**config.mk**
```make
export PLATFORM = sky130hd
export DESIGN_NAME = wm_run_seq
export DESIGN_NICKNAME = d
export VERILOG_FILES = /design/src/rtl/wm_run_seq.sv
export SDC_FILE = /design/constraint.sdc
export NUM_CORES = 1
export LEC_CHECK = 0
export BUFFER_PORTS_ARGS = -buffer_cell sky130_fd_sc_hd__clkbuf_2
export CAP_MARGIN = 10
export CORE_ASPECT_RATIO = 2
export CORE_MARGIN = 5
export CORE_UTILIZATION = 55
export CTS_CLUSTER_DIAMETER = 60
export CTS_CLUSTER_SIZE = 25
export DETAILED_ROUTE_END_ITERATION = 8
export PLACE_DENSITY = 0.83
export SYNTH_ARGS = -nofsm -noshare
export SYNTH_HDL_FRONTEND = slang
export SYNTH_SLANG_ARGS = --single-unit
```
**constraint.sdc**
```tcl
create_clock -name clk -period 3.5 [get_ports clk]
set_input_delay 0.175 -clock clk [delete_from_list [all_inputs] [get_ports clk]]
set_output_delay 0.175 -clock clk [all_outputs]
set_load 0.03 [all_outputs]
```
**src/rtl/wm_run_seq.sv**
```systemverilog
// Washing-machine run sequencer.
// Steps through fill / wash / drain / rinse / dry from settings latched at
// start, counts phase time on the 1 s tick, and drives the valve, drain and
// motor enables plus panel status. Every output is a flop so the actuator
// lines never glitch on a state change.
module wm_run_seq #(
  parameter int FILL_TIMEOUT = 120,
  parameter int DRAIN_SEC    = 10
) (
  input  logic       clk,
  input  logic       rstn,
  input  logic       tick_1s,
  input  logic       start,
  input  logic       stop,
  input  logic [7:0] wash_sec,
  input  logic [7:0] rinse_sec,
  input  logic [7:0] dry_sec,
  input  logic [1:0] repeat_num,
  input  logic [7:0] water_target,
  input  logic       us_dist_en,
  input  logic [7:0] us_dist,
  output logic       valve_on,
  output logic       drain_on,
  output logic       motor_on,
  output logic [2:0] phase,
  output logic [7:0] remain,
  output logic       busy,
  output logic       done_pulse,
  output logic       err
);

  localparam logic [2:0] S_IDLE  = 3'd0;
  localparam logic [2:0] S_FILL  = 3'd1;
  localparam logic [2:0] S_WASH  = 3'd2;
  localparam logic [2:0] S_DRAIN = 3'd3;
  localparam logic [2:0] S_RINSE = 3'd4;
  localparam logic [2:0] S_DRY   = 3'd5;
  localparam logic [2:0] S_DONE  = 3'd6;
  localparam logic [2:0] S_ERROR = 3'd7;

  localparam logic [7:0] FILL_T8  = 8'(FILL_TIMEOUT);
  localparam logic [7:0] DRAIN_T8 = 8'(DRAIN_SEC);

  logic [2:0] state_q, state_d;
  logic [7:0] remain_q, remain_d;
  logic [7:0] wash_q, wash_d;
  logic [7:0] rinse_q, rinse_d;
  logic [7:0] dry_q, dry_d;
  logic [1:0] rep_q, rep_d;
  logic [7:0] target_q, target_d;
  logic [1:0] rinse_cnt_q, rinse_cnt_d;
  logic [2:0] naf_q, naf_d;
  logic       armed_q;
  logic       valve_q, valve_d;
  logic       drain_q, drain_d;
  logic       motor_q, motor_d;
  logic       busy_q, busy_d;
  logic       done_q, done_d;
  logic       err_q, err_d;

  logic       start_ok_s;
  logic       full_s;
  logic [1:0] eff_rep_s;
  logic       entering_s;
  logic       timed_s;
  logic [7:0] entry_dur_s;

  // A start that coincides with reset release is not acted on: armed_q is
  // still low in that first cycle.
  assign start_ok_s = start & armed_q;
  assign full_s     = us_dist_en & (us_dist <= target_q);
  assign eff_rep_s  = (rep_q == 2'd0) ? 2'd1 : rep_q;
  assign entering_s = (state_d != state_q);
  assign timed_s    = (state_q >= S_FILL) && (state_q <= S_DRY);

  // Next state, settings latch, rinse bookkeeping; stop overrides everything.
  always_comb begin
    state_d     = state_q;
    wash_d      = wash_q;
    rinse_d     = rinse_q;
    dry_d       = dry_q;
    rep_d       = rep_q;
    target_d    = target_q;
    rinse_cnt_d = rinse_cnt_q;
    naf_d       = naf_q;
    if (stop) begin
      state_d = S_IDLE;
    end else begin
      case (state_q)
        S_IDLE: begin
          if (start_ok_s) begin
            wash_d      = wash_sec;
            rinse_d     = rinse_sec;
            dry_d       = dry_sec;
            rep_d       = repeat_num;
            target_d    = water_target;
            rinse_cnt_d = 2'd0;
            naf_d       = S_WASH;
            state_d     = S_FILL;
          end else begin
            state_d = S_IDLE;
          end
        end
        S_FILL: begin
          // A full reading beats a timeout seen in the same cycle.
          if (full_s) begin
            state_d = naf_q;
          end else if (remain_q == 8'd0) begin
            state_d = S_ERROR;
          end else begin
            state_d = S_FILL;
          end
        end
        S_WASH, S_RINSE: begin
          if (remain_q == 8'd0) begin
            state_d = S_DRAIN;
          end else begin
            state_d = state_q;
          end
        end
        S_DRAIN: begin
          if (remain_q == 8'd0) begin
            if (rinse_cnt_q < eff_rep_s) begin
              naf_d   = S_RINSE;
              state_d = S_FILL;
            end else begin
              state_d = S_DRY;
            end
          end else begin
            state_d = S_DRAIN;
          end
        end
        S_DRY: begin
          if (remain_q == 8'd0) begin
            state_d = S_DONE;
          end else begin
            state_d = S_DRY;
          end
        end
        S_DONE: begin
          if (start_ok_s) begin
            state_d = S_IDLE;
          end else begin
            state_d = S_DONE;
          end
        end
        S_ERROR: begin
          state_d = S_ERROR;
        end
        default: begin
          state_d = S_IDLE;
        end
      endcase
      // Each refill heading into a rinse counts as one rinse pass.
      if ((state_d == S_FILL) && (state_q != S_FILL) && (naf_d == S_RINSE)) begin
        rinse_cnt_d = rinse_cnt_q + 2'd1;
      end else begin
        rinse_cnt_d = rinse_cnt_d;
      end
    end
  end

  // Duration loaded into the countdown when a state is entered.
  always_comb begin
    entry_dur_s = 8'd0;
    case (state_d)
      S_FILL:  entry_dur_s = FILL_T8;
      S_WASH:  entry_dur_s = wash_q;
      S_DRAIN: entry_dur_s = DRAIN_T8;
      S_RINSE: entry_dur_s = rinse_q;
      S_DRY:   entry_dur_s = dry_q;
      default: entry_dur_s = 8'd0;
    endcase
  end

  // Countdown: load on entry (so an entry-cycle tick is dropped), then
  // decrement on each tick, saturating at zero.
  always_comb begin
    remain_d = remain_q;
    if (stop) begin
      remain_d = 8'd0;
    end else if (entering_s) begin
      remain_d = entry_dur_s;
    end else if (tick_1s && timed_s && (remain_q != 8'd0)) begin
      remain_d = remain_q - 8'd1;
    end else begin
      remain_d = remain_q;
    end
  end

  // Output values for the state being entered, registered with it.
  always_comb begin
    valve_d = (state_d == S_FILL);
    drain_d = (state_d == S_DRAIN) || (state_d == S_DRY);
    motor_d = (state_d == S_WASH) || (state_d == S_RINSE) || (state_d == S_DRY);
    busy_d  = (state_d >= S_FILL) && (state_d <= S_DRY);
    done_d  = (state_d == S_DONE) && (state_q != S_DONE);
    err_d   = (state_d == S_ERROR);
  end

  // State, settings and output registers with asynchronous clear.
  always_ff @(posedge clk or negedge rstn) begin
    if (!rstn) begin
      state_q     <= S_IDLE;
      remain_q    <= 8'd0;
      wash_q      <= 8'd0;
      rinse_q     <= 8'd0;
      dry_q       <= 8'd0;
      rep_q       <= 2'd0;
      target_q    <= 8'd0;
      rinse_cnt_q <= 2'd0;
      naf_q       <= S_IDLE;
      armed_q     <= 1'b0;
      valve_q     <= 1'b0;
      drain_q     <= 1'b0;
      motor_q     <= 1'b0;
      busy_q      <= 1'b0;
      done_q      <= 1'b0;
      err_q       <= 1'b0;
    end else begin
      state_q     <= state_d;
      remain_q    <= remain_d;
      wash_q      <= wash_d;
      rinse_q     <= rinse_d;
      dry_q       <= dry_d;
      rep_q       <= rep_d;
      target_q    <= target_d;
      rinse_cnt_q <= rinse_cnt_d;
      naf_q       <= naf_d;
      armed_q     <= 1'b1;
      valve_q     <= valve_d;
      drain_q     <= drain_d;
      motor_q     <= motor_d;
      busy_q      <= busy_d;
      done_q      <= done_d;
      err_q       <= err_d;
    end
  end

  assign phase      = state_q;
  assign remain     = remain_q;
  assign valve_on   = valve_q;
  assign drain_on   = drain_q;
  assign motor_on   = motor_q;
  assign busy       = busy_q;
  assign done_pulse = done_q;
  assign err        = err_q;

endmodule

```
==> run summary <==
Post-layout utilization of the core: 67.4%
Standby leakage power: 1.81 nW
Area of combinational cells with multiple inputs: 1610 um2
Power dissipated by switching net loads: 1.28 mW
Total nets after synthesis: 340
Count of buffers inserted at the top-level ports: 64
Dominant synthesized flop cell: dfrtp_1
Antenna-violating nets left: 0
Area share of the leading cell type in the synthesized netlist: 44.8%
Proportion of total power due to net switching: 37.5%
Data arrival, critical path: 3.42 ns
Kind of cell adding the most delay to the critical path: compound AO/OA/AOI/OAI gates
Cell breakdown of the critical path: inv_1 -> ha_1 -> a41o_1 -> a21oi_1 -> nand2_1 -> o21a_2 -> or3_1 -> a22o_1 -> or2_1 -> a211oi_2
Clock transition at the registers of the reported paths: 0.05 ns
Run status: complete, no violations
Sequential area share after synthesis: 44.8%
Required time of the critical path: 3.73 ns
Area of the die: 7510 um2
Final Critical Period: 3.19 ns
Crit path kind: reg -> reg
Slew at the pin closest to its max-slew limit: 1.10 ns
TritonCTS clock tree: done
Capturing element type of the critical path: flip-flop
Max-capacitance violation count: 0
GRT Util Overall: 20.3%
Clock power frac: 25.5%
Cell count after synthesis: 282
Highest cell delay on the worst timing path: 0.53 ns
Path class of the lowest-slack min-delay path: in -> async
Tightest slew margin relative to the limit: 26.8%
Routed vias/inst: 5.84
Count of different cell masters after synthesis: 61
Worst R2R Setup Slack: 0.31 ns
Signed area change from the synthesized netlist to the final layout: 19.7%
Unrepaired setup endpoints after global routing: no
Post-synthesis async set-or-reset flop share: 100%
Final worst setup slack: 0.306 ns
CTS hold repair buffers: 0
Number of cell instances on the worst register-to-register path: 10
Maximum fanout along the worst path: 9
Proportion of power drawn by flip-flops and latches: 32.7%
Post-CTS Resized: 0
Slowest cell on the critical path: or3_1
Routed WL per cell: 16.7 um
Number of endpoints with negative hold slack in the final report: 0
Max Clock Freq: 313 MHz
Starting density of the core: 56.3%
Post-CTS setup repair buffer count: 0
Cell-internal power: 2.14 mW
Clk Tree Root Cell: clkbuf_16
Final-report max-slew violation count: 0
Post-route clock period utilization: 91.2%
Number of buffers created by CTS: 9
Clk_lat worst skew: 0.33 ns
Global-route wire length before repair: 12.2 mm
Synthesized area per cell: 11.3 um2
Via total after detailed routing: 2412
Peak supply drop: 0.736 mV
Hold slack final: 0.0520 ns
Total setup violations reported at the end of the flow: 0
Part of the power in combinational logic: 41.7%
Post-detail-place hpwl: 5.17 mm
Largest area contributor in the synthesized netlist: dfrtp_1
CTS sink cnt: 57
Inserted Diodes: 0
Detailed Route Iter0 Violations: 67
Fraction of final layout cells sized beyond drive strength 1: 42.6%
Worst clock skew: 0.00557 ns
Setup slack at placement: 0.349 ns
Vias in the first global route: 2612
Flops & latches, synth: 57
Number of antenna violations at the first check in global routing: 0
Core box area: 5660 um2
# rows: 39
Die height: 118 um
Max Root-Sink Buffers: 2
CTS H-tree depth: 3
DRC viols: 0
Leading cell types by total area after synthesis: dfrtp_1 45%, mux2_2 14%, ha_1 3.9%
Post-synth design cell area: 3190 um2
Total power consumption of the routed design: 3.42 mW
Routability-driven placement congestion ratio: 0.835
Number of enable-type register cells in the synthesized netlist: 0
Startpoint class of the critical path: flip-flop
Power density cells: 896 nW/um2
Most used cells in the layout excluding fill and tap cells: 64 x clkbuf_2, 57 x dfrtp_1, 40 x mux2_2
Number of nets in the final layout: 405
Terminus of the critical flop-to-flop path: remain[2]
Die outline width: 63.8 um
Synth warnings: 0
Summed negative setup slack over all endpoints: 0 ns
Count of filler cells inserted in the layout: 420
Sequential cell area: 1430 um2
Number of buffer and inverter instances along the worst setup path: 1
Wire length reported by the detailed router: 6.90 mm
Detailed-routing iteration count for the pre-antenna-repair pass: 6
Reg2Reg Launch Point: target_q[6]
Total I/O pin count: 65
Maximum number of pins on one net before global-route repair: 46
Global-route congestion overflow total: 0
Most common cell after layout, fill and taps aside: clkbuf_2
[Yosys cell counts, types with 2 or more instances]
cell type  instances
dfrtp_1           57
mux2_2            40
nor3_1            18
nand2_1           17
inv_1             13
nor2_1            11
ha_1              10
a21oi_1            9
o21ai_0            8
xnor2_1            6
nand3_1            5
a311oi_2           4
clkbuf_1           4
o21bai_1           4
a211oi_2           3
a22oi_1            3
a31oi_1            3
buf_6              3
clkbuf_8           3
nand2b_1           3
nand4_1            3
nor2b_1            3
nor4b_2            3
or2_2              3
or3_1              3
a211oi_1           2
and2_1             2
buf_2              2
nand4b_1           2
o211ai_1           2
o31ai_1            2
xor2_1             2
[worst max path at each step]
stage / cells past startpoint / to / slack [ns] / from
final: 10 / remain[2] / 0.31 / target_q[6]
after global routing: 10 / remain[2] / 0.05 / target_q[6]
after CTS: 10 / remain[2] / 0.27 / target_q[6]
after detailed placement: 10 / remain[7] / 0.35 / target_q[6]
after global placement: 10 / remain[7] / 0.42 / target_q[6]
after floorplan: 13 / remain[7] / 0.71 / target_q[6]
[registers in the layout, summed over array words and instances (netlist names)]
signal       count
valve_on         1
rinse_q          8
remain           8
armed_q          1
phase            3
naf_q            3
target_q         8
rep_q            2
dry_q            8
drain_on         1
wash_q           8
rinse_cnt_q      2
motor_on         1
done_pulse       1
err              1
busy             1
[per-layer routing]
metal	GRT usage (%)	part of all wire, %
met1	22.4	37
met2	34.1	55
met3	6.11	4.7
met5	0	0
met4	10.3	3.2
[per-stage QoR]
stage | instances | instance area [um2]
5_1_grt | 413 | 3810
6_report | 413 | 3810
2_1_floorplan | 282 | 3190
3_5_place_dp | 397 | 3500
4_1_cts | 413 | 3810
3_3_place_gp | 397 | 3500
[layout make-up]
cell class,instances,area share (%)
inverter,13,1.28
timing repair buffer,67,8.99
sequential,57,37.4
clock buffer,11,6.63
multi-input combinational,199,42.3
clock inverter,5,1.41
tap,61,2.00
[power by group through the flow]
stage / sequential (mW) / clock, mW / combinational, mW
3_5_place_dp: 1.12 / 0 / 1.41
3_3_place_gp: 1.10 / 0 / 1.37
2_1_floorplan: 1.16 / 0 / 1.08
4_1_cts: 1.12 / 0.881 / 1.44
6_report: 1.12 / 0.872 / 1.43
5_1_grt: 1.16 / 0.914 / 1.58
[cell families (layout without fill, tap and decap cells)]
logic type	after synthesis	count (layout)	synth area share, %
compound gates	54	54	13.9
xor+xnor	8	8	2.20
fa+ha+maj	10	10	3.93
buf+inv	26	96	4.79
flops	57	57	44.8
mux	40	40	14.1
other cells	1	1	0.118
simple gates	86	86	16.2
No activity file was read; power rests on OpenSTA's default activity.
